`src/rtl/sync_vg_pkg.sv`:
```
// rtl/sync_vg_pkg.sv - shared timing constants and types for the sync/video-timing generator
package sync_vg_pkg;

    typedef struct packed {
        int h_total;
        int h_sync;
        int h_bp;
        int h_act;
        int v_total;
        int v_sync;
        int v_bp;
        int v_act;
    } vg_timing_t;

    localparam vg_timing_t VG_720P60 = '{
        h_total: 1650, h_sync: 40, h_bp: 220, h_act: 1280,
        v_total: 750,  v_sync: 5,  v_bp: 20,  v_act: 720
    };

    localparam vg_timing_t VG_1080P60 = '{
        h_total: 2200, h_sync: 44, h_bp: 148, h_act: 1920,
        v_total: 1125, v_sync: 5,  v_bp: 36,  v_act: 1080
    };

    localparam vg_timing_t VG_480P60 = '{
        h_total: 800, h_sync: 96, h_bp: 48, h_act: 640,
        v_total: 525, v_sync: 2,  v_bp: 33, v_act: 480
    };

    typedef enum logic {
        CFG_IDLE = 1'b0,
        CFG_PEND = 1'b1
    } cfg_state_e;

endpackage

```
`src/rtl/sync_vg_axis.sv`:
```
// rtl/sync_vg_axis.sv - one timing axis: wrapping counter plus sync/active-window decode
module sync_vg_axis #(
    parameter int W = 12
) (
    input  logic         clk,
    input  logic         rstn,
    input  logic         clr_i,
    input  logic         inc_i,
    input  logic [W-1:0] total_i,
    input  logic [W-1:0] sync_i,
    input  logic [W-1:0] bp_i,
    input  logic [W-1:0] act_i,
    output logic [W-1:0] cnt_o,
    output logic         wrap_o,
    output logic         sync_o,
    output logic         act_o,
    output logic [W-1:0] pos_o
);

    logic [W-1:0] cnt_q, cnt_d;
    logic [W:0]   act_start;
    logic [W:0]   act_stop;
    logic         past_start;

    // Window bounds carry one extra bit so sync+bp+act never wraps.
    assign act_start  = {1'b0, sync_i} + {1'b0, bp_i};
    assign act_stop   = act_start + {1'b0, act_i};
    assign past_start = {1'b0, cnt_q} >= act_start;

    assign cnt_o  = cnt_q;
    assign wrap_o = (cnt_q == total_i - W'(1));
    assign sync_o = (cnt_q < sync_i);
    assign act_o  = past_start && ({1'b0, cnt_q} < act_stop);
    assign pos_o  = past_start ? (cnt_q - act_start[W-1:0]) : '0;

    always_comb begin
        cnt_d = cnt_q;
        if (clr_i) begin
            cnt_d = '0;
        end else if (inc_i) begin
            cnt_d = wrap_o ? '0 : cnt_q + W'(1);
        end
    end

    always_ff @(posedge clk) begin
        if (!rstn) begin
            cnt_q <= '0;
        end else begin
            cnt_q <= cnt_d;
        end
    end

endmodule

```
`src/rtl/sync_vg_prog.sv`:
```
// rtl/sync_vg_prog.sv - programmable video timing generator with frame-aligned config swap
module sync_vg_prog
    import sync_vg_pkg::*;
#(
    parameter int   X_BITS  = 12,
    parameter int   Y_BITS  = 12,
    parameter logic HS_POL  = 1'b1,
    parameter logic VS_POL  = 1'b1,
    parameter int   H_TOTAL = VG_720P60.h_total,
    parameter int   H_SYNC  = VG_720P60.h_sync,
    parameter int   H_BP    = VG_720P60.h_bp,
    parameter int   H_ACT   = VG_720P60.h_act,
    parameter int   V_TOTAL = VG_720P60.v_total,
    parameter int   V_SYNC  = VG_720P60.v_sync,
    parameter int   V_BP    = VG_720P60.v_bp,
    parameter int   V_ACT   = VG_720P60.v_act
) (
    input  logic              clk,
    input  logic              rstn,
    input  logic              en,
    input  logic              cfg_valid,
    output logic              cfg_ready,
    input  logic [X_BITS-1:0] cfg_h_total,
    input  logic [X_BITS-1:0] cfg_h_sync,
    input  logic [X_BITS-1:0] cfg_h_bp,
    input  logic [X_BITS-1:0] cfg_h_act,
    input  logic [Y_BITS-1:0] cfg_v_total,
    input  logic [Y_BITS-1:0] cfg_v_sync,
    input  logic [Y_BITS-1:0] cfg_v_bp,
    input  logic [Y_BITS-1:0] cfg_v_act,
    output logic              cfg_err,
    output logic              hs_out,
    output logic              vs_out,
    output logic              de_out,
    output logic              frame_start,
    output logic              line_start,
    output logic [X_BITS-1:0] x_act,
    output logic [Y_BITS-1:0] y_act
);

    localparam int HW = 4 * X_BITS;
    localparam int VW = 4 * Y_BITS;

    // Timing sets are packed {total, sync, bp, act}, total in the top slice.
    localparam logic [HW-1:0] H_DEF = {X_BITS'(H_TOTAL), X_BITS'(H_SYNC), X_BITS'(H_BP), X_BITS'(H_ACT)};
    localparam logic [VW-1:0] V_DEF = {Y_BITS'(V_TOTAL), Y_BITS'(V_SYNC), Y_BITS'(V_BP), Y_BITS'(V_ACT)};

    cfg_state_e        st_q, st_d;
    logic [HW-1:0]     hcfg_q, hcfg_d, hpend_q, hpend_d;
    logic [VW-1:0]     vcfg_q, vcfg_d, vpend_q, vpend_d;
    logic              err_q, err_d;
    logic              hs_q, hs_d, vs_q, vs_d, de_q, de_d;
    logic              fs_q, fs_d, ls_q, ls_d;
    logic [X_BITS-1:0] x_q, x_d;
    logic [Y_BITS-1:0] y_q, y_d;

    logic [HW-1:0]     h_offer;
    logic [VW-1:0]     v_offer;
    logic [X_BITS:0]   h_need;
    logic [Y_BITS:0]   v_need;
    logic              cfg_ok;
    logic              swap_ok;

    logic [X_BITS-1:0] h_cnt, h_pos;
    logic [Y_BITS-1:0] v_cnt, v_pos;
    logic              h_wrap, h_in_sync, h_in_act;
    logic              v_wrap, v_in_sync, v_in_act;

    assign h_offer = {cfg_h_total, cfg_h_sync, cfg_h_bp, cfg_h_act};
    assign v_offer = {cfg_v_total, cfg_v_sync, cfg_v_bp, cfg_v_act};
    assign h_need  = {1'b0, cfg_h_sync} + {1'b0, cfg_h_bp} + {1'b0, cfg_h_act};
    assign v_need  = {1'b0, cfg_v_sync} + {1'b0, cfg_v_bp} + {1'b0, cfg_v_act};

    assign cfg_ok = (cfg_h_total != '0) && (cfg_h_sync != '0) && (cfg_h_bp != '0) && (cfg_h_act != '0)
                 && (cfg_v_total != '0) && (cfg_v_sync != '0) && (cfg_v_bp != '0) && (cfg_v_act != '0)
                 && (h_need <= {1'b0, cfg_h_total}) && (v_need <= {1'b0, cfg_v_total});

    // Swap only on the last pixel of a frame, or at once when stopped (counters are parked at 0).
    assign swap_ok = ~en | (h_wrap & v_wrap);

    sync_vg_axis #(.W(X_BITS)) u_h_axis (
        .clk     (clk),
        .rstn    (rstn),
        .clr_i   (~en),
        .inc_i   (en),
        .total_i (hcfg_q[HW-1 -: X_BITS]),
        .sync_i  (hcfg_q[3*X_BITS-1 -: X_BITS]),
        .bp_i    (hcfg_q[2*X_BITS-1 -: X_BITS]),
        .act_i   (hcfg_q[X_BITS-1:0]),
        .cnt_o   (h_cnt),
        .wrap_o  (h_wrap),
        .sync_o  (h_in_sync),
        .act_o   (h_in_act),
        .pos_o   (h_pos)
    );

    sync_vg_axis #(.W(Y_BITS)) u_v_axis (
        .clk     (clk),
        .rstn    (rstn),
        .clr_i   (~en),
        .inc_i   (en & h_wrap),
        .total_i (vcfg_q[VW-1 -: Y_BITS]),
        .sync_i  (vcfg_q[3*Y_BITS-1 -: Y_BITS]),
        .bp_i    (vcfg_q[2*Y_BITS-1 -: Y_BITS]),
        .act_i   (vcfg_q[Y_BITS-1:0]),
        .cnt_o   (v_cnt),
        .wrap_o  (v_wrap),
        .sync_o  (v_in_sync),
        .act_o   (v_in_act),
        .pos_o   (v_pos)
    );

    always_comb begin
        st_d    = st_q;
        hcfg_d  = hcfg_q;
        vcfg_d  = vcfg_q;
        hpend_d = hpend_q;
        vpend_d = vpend_q;
        err_d   = 1'b0;
        case (st_q)
            CFG_IDLE: begin
                if (cfg_valid) begin
                    if (cfg_ok) begin
                        hpend_d = h_offer;
                        vpend_d = v_offer;
                        st_d    = CFG_PEND;
                    end else begin
                        err_d = 1'b1;
                    end
                end
            end
            CFG_PEND: begin
                if (swap_ok) begin
                    hcfg_d = hpend_q;
                    vcfg_d = vpend_q;
                    st_d   = CFG_IDLE;
                end
            end
            default: st_d = CFG_IDLE;
        endcase
    end

    always_comb begin
        hs_d = ~HS_POL;
        vs_d = ~VS_POL;
        de_d = 1'b0;
        fs_d = 1'b0;
        ls_d = 1'b0;
        x_d  = '0;
        y_d  = '0;
        if (en) begin
            hs_d = h_in_sync ? HS_POL : ~HS_POL;
            vs_d = v_in_sync ? VS_POL : ~VS_POL;
            de_d = h_in_act & v_in_act;
            ls_d = (h_cnt == '0);
            fs_d = (h_cnt == '0) && (v_cnt == '0);
            x_d  = h_pos;
            y_d  = v_pos;
        end
    end

    always_ff @(posedge clk) begin
        if (!rstn) begin
            st_q    <= CFG_IDLE;
            hcfg_q  <= H_DEF;
            vcfg_q  <= V_DEF;
            hpend_q <= '0;
            vpend_q <= '0;
            err_q   <= 1'b0;
            hs_q    <= ~HS_POL;
            vs_q    <= ~VS_POL;
            de_q    <= 1'b0;
            fs_q    <= 1'b0;
            ls_q    <= 1'b0;
            x_q     <= '0;
            y_q     <= '0;
        end else begin
            st_q    <= st_d;
            hcfg_q  <= hcfg_d;
            vcfg_q  <= vcfg_d;
            hpend_q <= hpend_d;
            vpend_q <= vpend_d;
            err_q   <= err_d;
            hs_q    <= hs_d;
            vs_q    <= vs_d;
            de_q    <= de_d;
            fs_q    <= fs_d;
            ls_q    <= ls_d;
            x_q     <= x_d;
            y_q     <= y_d;
        end
    end

    assign cfg_ready   = (st_q == CFG_IDLE);
    assign cfg_err     = err_q;
    assign hs_out      = hs_q;
    assign vs_out      = vs_q;
    assign de_out      = de_q;
    assign frame_start = fs_q;
    assign line_start  = ls_q;
    assign x_act       = x_q;
    assign y_act       = y_q;

endmodule

```
`config.mk`:
```
export PLATFORM = sky130hd
export DESIGN_NAME = sync_vg_prog
export DESIGN_NICKNAME = d
export VERILOG_FILES = /design/src/rtl/sync_vg_pkg.sv /design/src/rtl/sync_vg_axis.sv /design/src/rtl/sync_vg_prog.sv
export SDC_FILE = /design/constraint.sdc
export NUM_CORES = 1
export LEC_CHECK = 0
export CAP_MARGIN = 20
export CORE_MARGIN = 2
export CORE_UTILIZATION = 59
export CTS_CLUSTER_SIZE = 14
export DETAILED_ROUTE_END_ITERATION = 7
export HOLD_SLACK_MARGIN = 0.08
export MAX_ROUTING_LAYER = met4
export PLACE_DENSITY = 0.81
export SYNTH_ARGS = -nofsm -noshare
export SYNTH_HDL_FRONTEND = slang
export SYNTH_SLANG_ARGS = --single-unit
export TNS_END_PERCENT = 20
```
`constraint.sdc`:
```
create_clock -name clk -period 6.9 [get_ports clk]
set_input_delay 1.725 -clock clk [delete_from_list [all_inputs] [get_ports clk]]
set_output_delay 1.725 -clock clk [all_outputs]
set_load 0.02 [all_outputs]
```
==> run metrics, run 1 <==
status complete, no violations; Routability Congestion around 0.99; synth warn 0; pwr/cell area 221.4 mW/mm2; Seq/Total Area, Yosys 31.19%; postcts setup bufs 0; ys async rst share 0%; DP Worst Slack -0.06544 ns; Initial Util 59.49%; Worst Reg2Reg Path Length in Cells 21; Overflow after GRT 0; Antenna Violating Nets Remaining 0; # port buffers 130; global-route wire length before repair ~65000 um; Post-synth EDFFs 0; PostCTS Resize Cnt 0; final core occ around two thirds; nets@finish about 2300; Mapped Area 0.01586 mm2; kind of critical path in -> reg; Tcrit/Tclk final 92.65%; Power, Total 4.037 mW; layout cells sized above 1 around 4.2%; DIE HEIGHT 167.9 um; Final Setup Violations 0; dpl hpwl 30030 um; Max Slew Vio Count 0; worst-margin pin slew ~0.97 ns; Worst Slack Setup Final between 0.5 and 0.6 ns; Clock Latency Late Sink about 0.54 ns; via count 13930; hold path depth 2; Worst Path Arrival 6.85 ns; P_leak 7.357 nW; area grow syn2layout 14.99%; vias in the first global route 12620; fmax 0.1564 GHz; # IOs 131; Reg2Reg Setup Slack between 2 and 2.5 ns; die area 0.02820 mm2; Num CTS Buffers 26; Antenna Cells 0; max_cap viols 0; CTS sink count 247; Critical Path RT 7.36 ns; endpoint class of the critical path register; most frequent cells in the layout dfxtp_1 (247), nand2_1 (244), o21ai_0 (208); Final Hold Vio Count 0; DRT iter0 DRCs 1283; Post-Syn Instances 1937; Yosys cell types 66; RSZ-0062 raised after global routing no; Syn Nets 2239; Placeable Area 0.02665 mm2; Worst Path Max Fanout between 70 and 80; Worst Setup Start Kind primary input; total wire length 39830 um; initial antenna violation count 0; flops & latches, synth between 200 and 250; first-pass iteration count of the detailed router 6; Max VDD drop roughly 160 uV; final instance area ~0.018 mm2; commonest non-fill, non-tap cell in the layout dfxtp_1; HP Class reg -> reg; CTS max path bufs 3; FP Rows 60; Syn Area/Cell 8.185 um2; CTS Hold Bufs 0; Slew Limit Headroom 35.64%; Post-DP Area ~0.017 mm2; clock-pin slew on the worst setup and hold paths 0.06 ns; Main synth FF type dfxtp_1; DRC errors left 0; Hold Crit Endpoint vpend_q[16]$_SDFFE_PN0P_; fillers 2155; WHS ~0.46 ns; worst reg2reg endpoint de_out$_SDFF_PN0_; Worst Hold Launch vpend_q[16]$_SDFFE_PN0P_; CTS tree yes; post-DR vias/cell 5.862; worst r2r src hcfg_q[12]$_SDFFE_PN0P_; die width 167.9 um; clk root buf clkbuf_16; clock skew 0.01054 ns; CTS H-tree depth 1; largest net degree at the start of global routing 170; Tot GR Track Use 28.79%; post-DR wirelength/cell between 15 and 20 um; fin crit period 6.393 ns
per-layer routing:
layer,vias to the layer above,track usage (%),share of wire (%)
met2,486,41.77,42
met5,-,-,0
li1,6973,-,-
met4,0,5.822,1.6
met1,6420,43.46,50
met3,48,2.891,6.9
registers in the layout, indices dropped and copies added (netlist names):
| signal | cells |
|---|---|
| hs_out | 1 |
| frame_start | 1 |
| vcfg_q | 48 |
| hcfg_q | 48 |
| line_start | 1 |
| vpend_q | 48 |
| u_v_axis.cnt_o | 12 |
| u_h_axis.cnt_o | 12 |
| de_out | 1 |
| x_act | 12 |
| hpend_q | 48 |
| st_q | 1 |
| cfg_err | 1 |
| vs_out | 1 |
| y_act | 12 |
report_power, final:
part           switching (mW)  internal (mW)
clock                   0.586          0.921
sequential             0.0657           1.51
combinational           0.550          0.406
total                    1.20           2.84
area by class of cell:
class,count,area [um2],area share [%]
tap,341,426.7,2.340
clock buffer,37,763.2,4.186
multi-input combinational,1470,10010,54.89
clock inverter,11,167.7,0.9196
inverter,126,473.0,2.594
sequential,247,4945,27.12
timing repair buffer,144,1449,7.947
kinds of logic (layout without fill, tap and decap cells):
kind of cell | Yosys count | count (layout) | share of synthesized area, %
AND/OR/NAND/NOR | 695 | 695 | 21.21
AO/OA/AOI/OAI | 423 | 423 | 15.88
flip-flops | 247 | 247 | 31.19
buffers and inverters | 220 | 318 | 5.784
adder cells (fa/ha/maj) | 202 | 202 | 17.46
XOR/XNOR | 125 | 125 | 6.905
multiplexers | 25 | 25 | 1.578
synth_stat cells, drive strengths merged, types with 7 or more instances:
library cell | n | area [um2]
dfxtp | 247 | 4945
nand2 | 244 | 915.9
o21ai | 216 | 1081
nand3 | 195 | 975.9
ha | 170 | 2127
inv | 126 | 473.0
a21oi | 71 | 355.3
xnor2 | 71 | 621.9
clkbuf | 69 | 259.0
nor2 | 68 | 255.2
xor2 | 54 | 473.0
nor4 | 44 | 305.3
nor3 | 34 | 175.2
a21o | 33 | 247.7
fa | 32 | 640.6
buf | 25 | 185.2
mux2i | 25 | 250.2
nand4 | 20 | 125.1
nand2b | 19 | 118.9
nor2b | 18 | 112.6
o211ai | 17 | 162.6
o21bai | 15 | 112.6
a31oi | 14 | 87.58
and3 | 11 | 68.82
a211oi | 9 | 67.56
or2 | 9 | 56.30
and2 | 7 | 43.80
per-stage QoR:
stage / cells / TNS (ns)
after global routing: 2376 / 0
after floorplan: 1937 / 0
after global placement: 2328 / 0
after detailed placement: 2328 / -1.989
after CTS: 2376 / 0
final: 2376 / 0
worst max-delay path, cell delays in order:
cell,delay [ns]
clkdlybuf4s50_1,0.54
fa_1,0.45
ha_1,0.23
inv_1,0.07
fa_1,0.20
nor2b_1,0.05
o21ai_0,0.20
a21boi_0,0.15
o21ai_1,0.18
a21oi_1,0.11
o31ai_1,0.28
or4b_2,0.60
o311ai_0,0.18
ha_1,0.22
nand4_1,0.10
nor4_1,0.29
a21oi_1,0.09
o21ai_0,0.09
o211ai_1,0.13
nor4_2,0.27
buf_4,0.20
buf_12,0.25
nand3_1,0.11
o21ai_0,0.13
how the worst max path moves through the flow:
| stage | start | endpoint | slack (ns) | cells past startpoint |
|---|---|---|---|---|
| CTS | cfg_h_bp[1] | vpend_q[29]$_SDFFE_PN0P_ | 0.48 | 24 |
| detailed placement | cfg_h_bp[1] | vpend_q[22]$_SDFFE_PN0P_ | -0.07 | 24 |
| finish | cfg_h_bp[1] | vpend_q[22]$_SDFFE_PN0P_ | 0.51 | 24 |
| global placement | cfg_h_bp[1] | vpend_q[9]$_SDFFE_PN0P_ | 0.14 | 24 |
| floorplan | cfg_h_sync[1] | hpend_q[0]$_SDFFE_PN0P_ | 0.49 | 24 |
| global route | cfg_h_bp[1] | vpend_q[17]$_SDFFE_PN0P_ | 0.01 | 24 |
Power figures use the tool's default switching activity.
==> run 2: changes to the inputs <==
CORE_MARGIN = 5   (was 2)
==> run metrics, run 2 (same netlist as run 1, synthesis figures left out) <==
WHS 0.4549 ns; via count 13950; Initial Util 59.33%; Clock Latency Late Sink 0.53 ns; Placeable Area 0.02673 mm2; RSZ-0062 raised after global routing no; pwr/cell area 220.2 mW/mm2; fmax 0.1580 GHz; Sw Ratio 29.84%; CTS tree yes; CTS sink count around 250; commonest non-fill, non-tap cell in the layout dfxtp_1; Slew Limit Headroom 37.26%; die area between 0.03 and 0.04 mm2; Critical Path RT 7.35 ns; Hold Crit Endpoint vpend_q[39]$_SDFFE_PN0P_; layout cells sized above 1 approximately 4.2%; clk root buf clkbuf_16; kind of critical path in -> reg; Worst Path Arrival 6.78 ns; max_cap viols 0; # IOs 131; post-DR vias/cell 5.877; Final Setup Violations 0; DRT iter0 DRCs 1331; # port buffers 130; postcts setup bufs 0; Worst Setup Start Kind primary input; first-pass iteration count of the detailed router 6; DIE HEIGHT 173.9 um; Antenna Cells 0; status complete, no violations; CP most frequent cell o21ai_0; Tcrit/Tclk final about 92%; worst reg2reg endpoint de_out$_SDFF_PN0_; initial antenna violation count 0; FP Rows 60; DP Worst Slack 0.02209 ns; CP max-delay cell or4b_2; die width 173.9 um; Comb power frac a little under a quarter; worst-path cell chain clkdlybuf4s50_1 > fa_1 > ha_1 > inv_1 > fa_1 > nor2b_1 > o21ai_0 > a21boi_0 > o21ai_1 > a21oi_1 > o31ai_1 > or4b_2 > o311ai_0 > ha_1 > nand4_1 > nor4_1 > a21oi_1 > o21ai_0 > o211ai_1 > nor4_2 > buf_4 > buf_12 > nand3_1 > o21ai_0; Worst Hold Launch vpend_q[39]$_SDFFE_PN0P_; Power, Total 4.018 mW; vias in the first global route 12820; internal power approximately 2.8 mW; Seq pwr share about 39%; Final Hold Vio Count 0; Setup TNS 0 ns; Worst Path Max Fanout 43; fin crit period 6.330 ns; most frequent cells in the layout dfxtp_1 (247), nand2_1 (244), o21ai_0 (208); family with the most delay on the worst path compound AO/OA/AOI/OAI gates; area grow syn2layout 15.08%; post-DR wirelength/cell 16.84 um; Num CTS Buffers 27; Worst Slack Setup Final 0.5695 ns; Buffers & Inverters on Critical Path 4; worst-margin pin slew between 0.9 and 1 ns; largest net degree at the start of global routing 137; crit path from cfg_h_bp[1]; endpoint class of the critical path register; nets@finish 2317; clock skew between 0.01 and 0.015 ns; Max Slew Vio Count 0; Worst Reg2Reg Path Length in Cells 21; CTS H-tree depth 1; Overflow after GRT 0; Psw 1.199 mW; CP max stage delay approximately 0.6 ns; Reg2Reg Setup Slack around 2.5 ns; hold path depth 2; global-route wire length before repair 64700 um; HP Class reg -> reg; clock-pin slew on the worst setup and hold paths approximately 0.06 ns; final core occ 68.27%; total wire length approximately 40000 um; Antenna Violating Nets Remaining 0; worst r2r src hcfg_q[12]$_SDFFE_PN0P_; Routability Congestion 1.064; DRC errors left 0; Tot GR Track Use 26.17%; P_leak about 7.4 nW; Clk pwr share around 37%; CTS max path bufs 3; dpl hpwl between 30000 and 40000 um; Max VDD drop 119.5 uV
==> run 2: changes by cell type in the layout (fill, tap and decap cells not counted), sizes merged <==
cell | previous run | this run
buf | 15 | 14
clkinv | 4 | 7
clkbuf | 37 | 33
inv | 127 | 129
clkinvlp | 2 | 0
==> run 2: worst max path at each step <==
stage	end	depth (start not counted)
after global routing	hpend_q[20]$_SDFFE_PN0P_	24
after global placement	vpend_q[8]$_SDFFE_PN0P_	24
after floorplan	hpend_q[0]$_SDFFE_PN0P_	24
after CTS	hpend_q[20]$_SDFFE_PN0P_	24
after detailed placement	vpend_q[20]$_SDFFE_PN0P_	24
final	hpend_q[20]$_SDFFE_PN0P_	24
==> run 2: through the flow <==
stage / std cells / instance area (um2)
after floorplan: 1937 / 15860
after global placement: 2326 / 17300
after detailed placement: 2326 / 17300
after CTS: 2373 / 18220
after global routing: 2374 / 18250
final: 2374 / 18250
==> run 2: timing repair <==
item	CTS	global route
hold buffers	0	0
setup endpoints to repair	0	7
resized for setup	0	1
==> run 2: power groups by stage <==
stage	clock [mW]	combinational (mW)	sequential [mW]
finish	1.49	0.952	1.58
global route	1.59	1.06	1.58
floorplan	0	0.674	1.58
CTS	1.51	0.941	1.57
global placement	0	0.904	1.60
detailed placement	0	0.932	1.60
==> run 2: tightest hold or removal path, cell delays in order (launching register included) <==
cell	delay, ns
dfxtp_1	0.31
nand2_1	0.05
o21ai_0	0.06
==> run 2: final cells by class <==
type,count,area [um2]
clock buffers,33,728.2
well taps,341,426.7
clock inverters,14,191.4
multi-input cells,1470,10010
flip-flops and latches,247,4945
fillers,2200,8479
inverters,126,473.0
repair buffers,143,1474
==> run 2: per-layer routing <==
metal	global-route usage [%]	vias up	share of wire, %
met3	2.436	54	7.1
met5	-	-	0
li1	-	6959	-
met1	39.95	6450	49
met4	6.137	0	2.1
met2	37.44	489	42
